===== src/rtl/uart_tx_buffered.sv =====
// uart_tx_buffered: buffered 8-bit UART transmitter.
// A small byte FIFO accepts writes from the control block. A two-process FSM
// pops bytes and drives frames LSB-first onto uart_txd, which idles high.
// Optional feature macro: UART_TX_PARITY_EN. When it is defined, an even-parity
// bit is inserted after the data bits, giving 11-bit frames. When it is
// undefined, the transmitter sends 8N1 frames of 10 bits.
// Every output is registered. uart_txd follows the FSM state with one cycle of
// lag, so a byte written into an empty, idle transmitter starts its start bit
// two edges after the write.
`timescale 1ns/1ps

module uart_tx_buffered #(
  parameter int CLK_FREQ   = 50_000_000,
  parameter int BAUD       = 115200,
  parameter int FIFO_DEPTH = 4
) (
  input  logic       clk,
  input  logic       rst,
  input  logic [7:0] tx_data,
  input  logic       tx_start,
  output logic       tx_busy,
  output logic       tx_overflow,
  output logic       tx_idle,
  output logic       uart_txd
);

  localparam int CLKS_PER_BIT = CLK_FREQ / BAUD;
  localparam int CNT_W        = (CLKS_PER_BIT > 1) ? $clog2(CLKS_PER_BIT) : 1;
  localparam int PTR_W        = $clog2(FIFO_DEPTH);
  localparam int CNTF_W       = $clog2(FIFO_DEPTH + 1);

  localparam logic [CNT_W-1:0]  BAUD_LAST = CNT_W'(CLKS_PER_BIT - 1);
  localparam logic [CNTF_W-1:0] FIFO_FULL = CNTF_W'(FIFO_DEPTH);

`ifdef UART_TX_PARITY_EN
  typedef enum logic [2:0] {
    ST_IDLE   = 3'd0,
    ST_START  = 3'd1,
    ST_DATA   = 3'd2,
    ST_PARITY = 3'd3,
    ST_STOP   = 3'd4
  } state_t;

  function automatic logic even_parity(input logic [7:0] b);
    return ^b;
  endfunction
`else
  typedef enum logic [2:0] {
    ST_IDLE  = 3'd0,
    ST_START = 3'd1,
    ST_DATA  = 3'd2,
    ST_STOP  = 3'd4
  } state_t;
`endif

  state_t              state_q, state_d;
  logic [CNT_W-1:0]    baud_q, baud_d;
  logic [2:0]          bit_q, bit_d;
  logic                line_d;
  logic                pop;
  logic                baud_end;

  logic [7:0]          mem [FIFO_DEPTH];
  logic [PTR_W-1:0]    wr_ptr, rd_ptr;
  logic [CNTF_W-1:0]   count_q, count_d;
  logic [7:0]          shift_q;
  logic                full;
  logic                push;
  logic                tx_idle_d;

  // The full test uses the count from before the edge, so a pop on the same
  // edge never makes room for a push on that edge.
  assign full     = (count_q == FIFO_FULL);
  assign push     = tx_start && !full;
  assign baud_end = (baud_q == BAUD_LAST);

  // Next-state, baud/bit counters, pop request and next line level
  always_comb begin
    state_d = state_q;
    baud_d  = baud_q;
    bit_d   = bit_q;
    pop     = 1'b0;
    line_d  = 1'b1;
    case (state_q)
      ST_IDLE: begin
        baud_d = '0;
        bit_d  = '0;
        if (count_q != '0) begin
          pop     = 1'b1;
          state_d = ST_START;
        end
      end
      ST_START: begin
        line_d = 1'b0;
        if (baud_end) begin
          baud_d  = '0;
          bit_d   = '0;
          state_d = ST_DATA;
        end else begin
          baud_d = baud_q + 1'b1;
        end
      end
      ST_DATA: begin
        line_d = shift_q[bit_q];
        if (baud_end) begin
          baud_d = '0;
          if (bit_q == 3'd7) begin
            bit_d = '0;
`ifdef UART_TX_PARITY_EN
            state_d = ST_PARITY;
`else
            state_d = ST_STOP;
`endif
          end else begin
            bit_d = bit_q + 3'd1;
          end
        end else begin
          baud_d = baud_q + 1'b1;
        end
      end
`ifdef UART_TX_PARITY_EN
      ST_PARITY: begin
        line_d = even_parity(shift_q);
        if (baud_end) begin
          baud_d  = '0;
          state_d = ST_STOP;
        end else begin
          baud_d = baud_q + 1'b1;
        end
      end
`endif
      ST_STOP: begin
        line_d = 1'b1;
        if (baud_end) begin
          baud_d = '0;
          // A queued byte goes straight into the next start bit, so no idle gap appears.
          if (count_q != '0) begin
            pop     = 1'b1;
            state_d = ST_START;
          end else begin
            state_d = ST_IDLE;
          end
        end else begin
          baud_d = baud_q + 1'b1;
        end
      end
      default: begin
        state_d = ST_IDLE;
        baud_d  = '0;
        bit_d   = '0;
      end
    endcase
  end

  // FIFO occupancy for the next cycle; a push and a pop on the same edge cancel out
  always_comb begin
    count_d = count_q;
    case ({push, pop})
      2'b10:   count_d = count_q + 1'b1;
      2'b01:   count_d = count_q - 1'b1;
      default: count_d = count_q;
    endcase
    tx_idle_d = (state_d == ST_IDLE) && (count_d == '0);
  end

  // Control state and registered outputs, with synchronous active-low reset
  always_ff @(posedge clk) begin
    if (!rst) begin
      state_q     <= ST_IDLE;
      baud_q      <= '0;
      bit_q       <= '0;
      wr_ptr      <= '0;
      rd_ptr      <= '0;
      count_q     <= '0;
      uart_txd    <= 1'b1;
      tx_busy     <= 1'b0;
      tx_overflow <= 1'b0;
      tx_idle     <= 1'b1;
    end else begin
      state_q     <= state_d;
      baud_q      <= baud_d;
      bit_q       <= bit_d;
      count_q     <= count_d;
      uart_txd    <= line_d;
      tx_busy     <= (count_d == FIFO_FULL);
      tx_overflow <= tx_start && full;
      tx_idle     <= tx_idle_d;
      if (push) wr_ptr <= wr_ptr + 1'b1;
      if (pop)  rd_ptr <= rd_ptr + 1'b1;
    end
  end

  // Byte storage and the shift register; pointer reset alone discards contents
  always_ff @(posedge clk) begin
    if (push) mem[wr_ptr] <= tx_data;
    if (pop)  shift_q     <= mem[rd_ptr];
  end

endmodule


===== config.mk =====
export PLATFORM = sky130hd
export DESIGN_NAME = uart_tx_buffered
export DESIGN_NICKNAME = d
export VERILOG_FILES = /design/src/rtl/uart_tx_buffered.sv
export SDC_FILE = /design/constraint.sdc
export NUM_CORES = 1
export LEC_CHECK = 0
export ABC_AREA = 1
export ABC_CLOCK_PERIOD_IN_PS = 2600
export CORE_MARGIN = 2
export CORE_UTILIZATION = 59
export DETAILED_ROUTE_END_ITERATION = 10
export HOLD_SLACK_MARGIN = 0.12
export PLACE_DENSITY = 0.88
export SETUP_SLACK_MARGIN = 0.15
export SYNTH_ARGS = -nofsm -noshare
export SYNTH_HDL_FRONTEND = slang
export SYNTH_SLANG_ARGS = --single-unit

===== constraint.sdc =====
create_clock -name clk -period 2.6 [get_ports clk]
set_input_delay 0.52 -clock clk [delete_from_list [all_inputs] [get_ports clk]]
set_output_delay 0.52 -clock clk [all_outputs]
set_load 0.01 [all_outputs]

# Word level (Yosys, flattened, before mapping)
# Memory sizes are Yosys's and may differ from the RTL's. A register that Yosys moved wholly into a read port is not among the register bits.
# Cells that the tools add are included.
word_totals:
  regBits: 26
  ram_bits: 32
  inputBits: 11
  out_inout_bits: 4
  elab_cells: 63
  mem_count: 1
op_classes:
  addsub: 6
  n_lt_le_gt_ge: 1
  n_eq_ne: 11
  muxes: 20
  n_bitwise: 3
  n_reduce_logical: 11
memory_table:
  columns: ["name", "words", "word_bits", "read_ports", "rd_clocked_by_memory_dff", "write_ports", "line_no", "text"]
  rows:
  - ["mem", 4, 8, 1, 1, 1, "63", "logic [7:0] mem [FIFO_DEPTH];"]
ops:
  columns: ["operator", "n"]
  rows:
  - ["two-way mux 3 bit", 8]
  - ["equality test 3 bit (second input constant)", 4]
  - ["one-hot mux 3 bit (4 select lines)", 1]
  - ["adder 9 x 1 -> 9 bit (second input constant)", 1]
  - ["equality test 9 bit (second input constant)", 1]
  - ["zero test 3 bit", 3]
  - ["one-hot mux 3 bit (3 select lines)", 1]
  - ["adder 3 x 1 -> 3 bit (second input constant)", 2]
  - ["two-way mux 1 bit", 6]
  - ["one-hot mux 3 bit (2 select lines)", 1]
  - ["OR reduction 3 bit", 2]
  - ["adder 2 x 1 -> 2 bit (second input constant)", 2]
  - ["< comparator 3 x 4 -> 1 bit (second input constant)", 1]
  - ["!= test 2 bit (second input constant)", 2]
  - ["one-hot mux 1 bit (2 select lines)", 2]
  - ["binary-select mux 1 bit (select 3 bit)", 1]
  - ["equality test 3 x 1 -> 1 bit (second input constant)", 1]
  - ["equality test 3 x 2 -> 1 bit (second input constant)", 1]
  - ["logical AND 1 bit", 3]
  - ["NOT 1 bit", 3]
  - ["AND reduction 3 bit", 1]
  - ["nonzero test 3 bit", 1]
  - ["subtractor 3 x 1 -> 3 bit (second input constant)", 1]
  - ["equality test 2 x 1 -> 1 bit (second input constant)", 1]
  - ["2 further kinds", 2]

# Longest topological paths before layout
# Gate-level depths: netlist of run 1.
logic_depth:
  word_depth: 8
  depth_mapped: 18
  ltp_nobuf: 18

# Worst setup path before layout of run 1
# OpenSTA, ideal clock, no wires.
synth_path:
  path_kind: "flip-flop to flip-flop"
  startpoint: "register baud_q[0]"
  endpoint: "register tx_idle"
  setup_ns: 0.064
  arrival_ns: 2.070
  required_ns: 2.536
  setup_slack_ns: 0.466
  path_stages_with_launch: 17
  n_path_buf: 0
  period_less_slack_ns: 2.134
  cell_sequence: "dfxtp_1 ha_1 nand2_1 nor2_2 nand2_4 nand2_2 nand2_4 inv_1 ha_1 fa_1 nand2_1 nand2_1 nor2_1 nand3_1 nand2_1 nand2_1 nor2_1"
synth_between:
  elab_chain_cells: 7
  word_cells_on_any_way: 13
  classes_between: "eq/ne (3); mux (7); reduce/logical (3)"
synth_rtl:
  columns: ["element", "line_no", "text"]
  rows:
  - ["start, declared", "57", "logic [CNT_W-1:0] baud_q, baud_d;"]
  - ["start signal, assigned", "181", "baud_q <= baud_d;"]
  - ["equality test 9 bit (*)", "75", "assign baud_end = (baud_q == BAUD_LAST);"]
  - ["two-way mux 1 bit", "134", "if (baud_end) begin"]
  - ["one-hot mux 1 bit (2 select lines)", "84", "case (state_q)"]
  - ["equality test 2 x 1 -> 1 bit / equality test 2 bit (equally long branches)", "158", "case ({push, pop})"]
  - ["one-hot mux 3 bit (2 select lines)", "158", null]
  - ["zero test 3 bit", "163", "tx_idle_d = (state_d == ST_IDLE) && (count_d == '0);"]
  - ["logical AND 1 bit (*)", "163", null]
  - ["end signal, assigned", "187", "tx_idle <= tx_idle_d;"]
  - ["end, declared", "23", "output logic tx_idle,"]
# Every way passes the cells marked *; elsewhere a longest branch is shown, timed or not.
# A chain may end at the register's enable or synchronous reset.

# Final worst setup path of run 1
layout_path:
  startpoint: "register baud_q[1]"
  endpoint: "register tx_idle"
# The elaborated chain is that of the path after synthesis.

==> impl_metrics.tcl, run 1 <==
set metrics [dict create \
    run_status "complete, no violations" \
    tightestPinTransition_ns 0.4948 \
    synth_largest_area_cell "edfxtp_1" \
    maxSlewViolCount 0 \
    clock-sinks 66 \
    crit_path_top_delay_cell "fa_1" \
    wl_per_cell_um 13.44 \
    synth_nets 307 \
    first_global_vias 2004 \
    nFillCells 345 \
    critPathBufInv 2 \
    root_buffer "clkbuf_8" \
    first_pass_iters 4 \
    synth_area_um2 2864 \
    antenna_found_initial 0 \
    finalNetCount 336 \
    place_ws_ns 0.2161 \
    ys_types 30 \
    met2_usage_pct 35.02 \
    timing_hold_violations_final 0 \
    cp_top_family "simple AND/OR/NAND/NOR gates" \
    startpoint_type "flop" \
    met3_usage_pct 6.173 \
    num_vias 2000 \
    synth_edf_count 40 \
    port_buffers 14 \
    initialDrtViolationCount 114 \
    dieHeight_um 73.67 \
    hold_class "reg -> reg" \
    synthArstFlopShare_pct 0 \
    report.power.total_mw 3.467 \
    setup_viol 0 \
    worstPathMaxFanout 5 \
    coreArea_um2 4692 \
    grt_pass1_wl_um 8355 \
    n_antenna_cell 0 \
    seq_area_um2 1724 \
    place_congestion 0.8137 \
    worstPathCellList "inv_1, ha_1, nand2_1, nor2_4, nand2_4, nand2_2, nand2_4, inv_2, ha_4, fa_1, nand2_1, nand2_1, nor2_2, nand3_1, nand2_1, nand2_1, nor2_1" \
    yosysMostFrequentCell "nor2_1" \
    worst_slack_ns 0.3504 \
    synth.top_cells.by_count "48 x nor2_1, 43 x nand2_1, 40 x edfxtp_1" \
    post-dp-hpwl_um 3351 \
    drc 0 \
    crit_required_ns 2.89 \
    p_leak_nw 1.332 \
    clkLatencyLatePin_ns 0.35 \
    gr-total-overflow 0 \
    start_util_pct 61.04 \
    ys_ff_latch 66 \
    cts_buffers 9 \
    viasPerCell 5.348 \
    cts_tree "done" \
    crit_top_cell "nand2_1" \
    drtAntennaViolNets 0 \
    slowest_delay_ns 0.43 \
    relSlewSlack_pct 66.98 \
    clock.fmax_mhz 444.5 \
    layout-drive-gt1-share_pct 16.56 \
    cts.clk_slew.worst_paths_ns 0.08 \
    crit_type "reg -> reg" \
    fp.dieArea_um2 5427 \
    setup_tns_ns 0 \
    final_core_util_pct 71.36 \
    grt_util_met1_pct 23.77 \
    ir_drop_uv 574.1 \
    num_io_pins 15 \
    synth_top_area_share_pct 41.94 \
    die_w_um 73.67 \
    ctsLongestPathBuffers 2 \
    period_share_pct 86.52 \
    grt_max_degree 20 \
    cap_viol_max_count 0 \
    critPathCaptureType "flop" \
    seq_area_frac_synth_pct 60.11 \
    syn_inst 286 \
    synth-main-ff-cell "edfxtp_1" \
    grt.total_usage_pct 21.09 \
    rsz0062_at_grt "false" \
    p_per_area_nw_per_um2 1035 \
    syn_avg_cell_area_um2 10.01 \
    period_needed_ns 2.250 \
    synthTopCellsByArea "edfxtp_1 42%, dfxtp_1 18%, nor2_1 6.3%" \
    synth-warning-count 0 \
    routed_wl_um 5026 \
    fin_skew_ns 0.009504 \
    worst_ep_arrival_time_ns 2.54 \
    busiest_layer "met2" \
    multi_input_area_um2 996.0 \
    cts_hold_buf 0 \
    htree_num_levels 3 \
    area_growth_pct 16.91 \
    rows 25 \
]
==> placed cells by master (no fill, tap or decap), drive strengths merged, types with 2 or more instances in the layout <==
cell type and count:
clkinv 4, buf 9, xor2 4, o22ai 8
edfxtp 40, nand3 12, nor3 3, nand2 52
ha 9, nand4 2, dfxtp 26, bufinv 2
clkbuf 9, inv 35, a21oi 10, nor2 51
clkdlybuf4s50 14, o21ai 24
==> per-layer routing <==
metal / wire (um) / vias up
met2: 2625 / 43
met1: 2062 / 935
met5: 0 / -
li1: - / 1008
met4: 136 / 0
met3: 202 / 14
==> state kept, by name, indices dropped and copies added (netlist names) <==
register     count
tx_busy          1
wr_ptr           2
uart_txd         1
state_q          3
shift_q          8
mem             32
tx_idle          1
baud_q           9
tx_overflow      1
rd_ptr           2
count_q          3
bit_q            3
==> through the flow <==
stage                     instances  instance area (um2)  hold slack [ns]
after floorplan                 286                 2864           0.4334
after global routing            374                 3348           0.4674
final                           374                 3348           0.4369
after global placement          356                 3088           0.4484
after CTS                       372                 3311           0.4845
after detailed placement        356                 3088           0.4672
==> final timing paths <==
check / startpoint / slack (ns) / to / depth (start not counted)
hold reg to reg: baud_q[0]$_SDFF_PP0_ / 0.44 / baud_q[0]$_SDFF_PP0_ / 1
hold / removal: baud_q[0]$_SDFF_PP0_ / 0.44 / baud_q[0]$_SDFF_PP0_ / 1
setup reg to reg: baud_q[1]$_SDFF_PP0_ / 0.35 / tx_idle$_SDFF_PN1_ / 17
setup / recovery: baud_q[1]$_SDFF_PP0_ / 0.35 / tx_idle$_SDFF_PN1_ / 17
==> cell families (layout without fill, tap and decap cells) <==
family,Yosys count,in the layout,synth area share [%]
simple gates,123,123,19.70
buf+inv,39,73,5.810
flops,66,66,60.11
fa+ha+maj,10,10,4.631
compound gates,43,43,8.213
xor+xnor,5,5,1.529
==> power breakdown <==
part | leakage (nW) | switching (mW) | internal, mW
logic | 0.637 | 0.650 | 0.377
registers | 0.582 | 0.102 | 1.37
clock network | 0.112 | 0.416 | 0.548
==> area by class of cell <==
class	count	area share, %
Clock buffer	9	3.700
Clock inverter	7	2.952
Inverter	34	3.886
Multi-Input combinational cell	181	29.75
Sequential cell	66	51.49
Tap cell	54	2.018
Timing Repair Buffer	23	6.203
==> repair_timing <==
action | CTS | global route
resized for setup | 0 | 7
setup endpoints to repair | 0 | 2
setup buffers | 0 | 2
(Power assumes the default switching activity.)
==> run 2: changes to the inputs <==
--- a/config.mk
+++ b/config.mk
@@ -7,6 +7,7 @@
 export LEC_CHECK = 0
 export ABC_AREA = 1
 export ABC_CLOCK_PERIOD_IN_PS = 2600
+export CAP_MARGIN = 20
 export CORE_MARGIN = 2
 export CORE_UTILIZATION = 59
 export DETAILED_ROUTE_END_ITERATION = 10
==> results of run 2 <==
No change in the layout: final DEF, timing and power equal those of run 1.
==> RTL edit (config.mk and constraints of run 1) <==
The parameter `CLK_FREQ` goes from 50_000_000 to 100_000_000.
--- a/src/rtl/uart_tx_buffered.sv
+++ b/src/rtl/uart_tx_buffered.sv
@@ -10,7 +10,7 @@
 `timescale 1ns/1ps
 
 module uart_tx_buffered #(
-  parameter int CLK_FREQ   = 50_000_000,
+  parameter int CLK_FREQ   = 100_000_000,
   parameter int BAUD       = 115200,
   parameter int FIFO_DEPTH = 4
 ) (
Function: no difference found for any inputs over 10 cycles, from zero or initial values and one cycle with rst low; that may be too few to reach the edited logic, so the function may still have changed.
==> RTL edit against run 1 <==
- cell area up 2.9%
- critical endpoint unchanged
- largest cell class unchanged
- wire length increased by 6.8%
- synthesized area grew 1.4%
- highest routed layer unchanged
- critical path depth down 1
- largest power group unchanged
- setup slack lost 9.4 ps
- non-clock buffer count grew 1
- sequential cell count up 1
- power grew 1.1%
- sequential share of layout area down 0.88 points
==> RTL edit: results (changes against run 1) <==
outcome=complete, no violations; vias in the first global route=1908 (-4.8%); Synth Register Bits=67 (+1.5%); Vias/cell=5.23 (-2.3%); IO buf count=14 (unchanged); slowest CP cell=dfxtp_2; Clock Skew=6.62 ps (-2.89 ps); Seq/total area=0.506 (-0.00877); met2 routed WL=2.81 mm (+6.9%); clk tree area frac=0.0650 (-0.00152); Fill cells=318 (-7.8%); Routed WL=5.37 mm (+6.8%); first-pass GRT wire length=8.46 mm (+1.2%); Signal buf overhead=0.0625 (+0.000422); RePlAce Congestion=0.804 (-1.2%); Synth area leaders=edfxtp_1 41%, dfxtp_1 19%, nor2_1 7.4%; cell count after placement=369 (+3.7%); Signal buffers=24 (+4.3%); core footprint=0.00472 sq mm (+0.67%); #MultiIn Comb=177 (-2.2%); Syn Inst Count=287 (+0.35%); Iteration-0 DRC Markers=121 (+6.1%); multi-input logic area=0.00103 sq mm (+3.9%); hpwl dp=3.47 mm (+3.5%); commonest cells in the netlist=57 x nor2_1, 40 x edfxtp_1, 32 x inv_1, 28 x o21ai_0, 27 x dfxtp_1; share of layout cells above drive strength 1=0.186 (+0.0207); largest stage delay on the critical path=340 ps (-90 ps); nets=337 (+0.30%); Largest regs=mem: 32 flops, baud_q: 10 flops, shift_q: 8 flops; register area share after synthesis=0.600 (-0.00139); post-DR wirelength/cell=13.8 um (+2.6%); leakage power=1.33 nW (-0.47%); WL met3=241 um (+19%); Inverters=38 (+12%); largest net degree at the start of global routing=19 (-5.0%); Peak VDD IR=0.000930 V (+62%)
-- RTL edit: cell types whose count changed after synthesis, moves of 2 or more --
| cell | change |
|---|---|
| nor2_4 | +2 |
| nand3_2 | +2 |
| buf_6 | -2 |
| nand2_1 | -17 |
| o211ai_1 | +2 |
| inv_1 | +3 |
| a21oi_1 | -3 |
| nor3_1 | +4 |
| nand3_1 | -4 |
| o21ai_0 | +5 |
| nor3_2 | -2 |
| nor2_1 | +9 |
-- RTL edit: metal layers --
layer / vias up / global-route usage
met1: 941 / 0.237
li1: 1018 / -
met2: 53 / 0.367
met3: 21 / 0.0732
met4: 0 / 0.101
met5: - / 0
-- RTL edit: logic make-up (layout without fill, tap and decap cells) --
kind of cell               Yosys count  after routing  share of synthesized area
AOI/OAI and AO/OA                   46             46                     0.0905
and+or+nand+nor                    116            116                      0.190
buffers and inverters               43             78                     0.0603
adders and majority gates            9              9                     0.0414
xor gates and xnor gates             6              6                     0.0181
DFF                                 67             67                      0.600
-- RTL edit: power by group through the flow --
stage / clock [W] / combinational, W / sequential, W
final: 0.000964 / 0.00102 / 0.00151
after global routing: 0.00103 / 0.00117 / 0.00154
after CTS: 0.000980 / 0.000963 / 0.00151
after detailed placement: 0 / 0.000935 / 0.00153
after global placement: 0 / 0.000887 / 0.00152
after floorplan: 0 / 0.000726 / 0.00148
-- RTL edit: final timing paths --
kind / startpoint / endpoint / slack [ps] / depth (start not counted)
max: baud_q[0]$_SDFF_PP0_ / tx_idle$_SDFF_PN1_ / 340 / 16
min: baud_q[6]$_SDFF_PP0_ / baud_q[6]$_SDFF_PP0_ / 500 / 2
max reg2reg: baud_q[0]$_SDFF_PP0_ / tx_idle$_SDFF_PN1_ / 340 / 16
min reg2reg: baud_q[6]$_SDFF_PP0_ / baud_q[6]$_SDFF_PP0_ / 500 / 2
-- RTL edit: through the flow --
stage	utilization	setup slack [ps]	power, W	area, sq um	hold WS [ps]
4_1_cts	0.714	127	0.00345	3370	460
3_3_place_gp	0.665	182	0.00241	3140	433
2_1_floorplan	-	335	0.00221	2900	418
3_5_place_dp	0.665	91.0	0.00247	3140	444
5_1_grt	0.730	148	0.00374	3450	521
6_report	0.730	341	0.00350	3450	501
-- RTL edit: timing repair --
| action | in CTS | in global routing |
|---|---|---|
| gates resized for setup | 1 | 13 |
| hold buffers | 0 | 0 |
| buffers inserted | 0 | 4 |
| setup endpoints to repair | 1 | 3 |
| pin swaps | 0 | 4 |
-- RTL edit: worst max-delay path: cells and delay by family (launching register included) --
kind / cells / cell delay [ps]
simple gates: 12 / 1110
flops: 1 / 340
fa+ha+maj: 3 / 640
buf+inv: 1 / 50
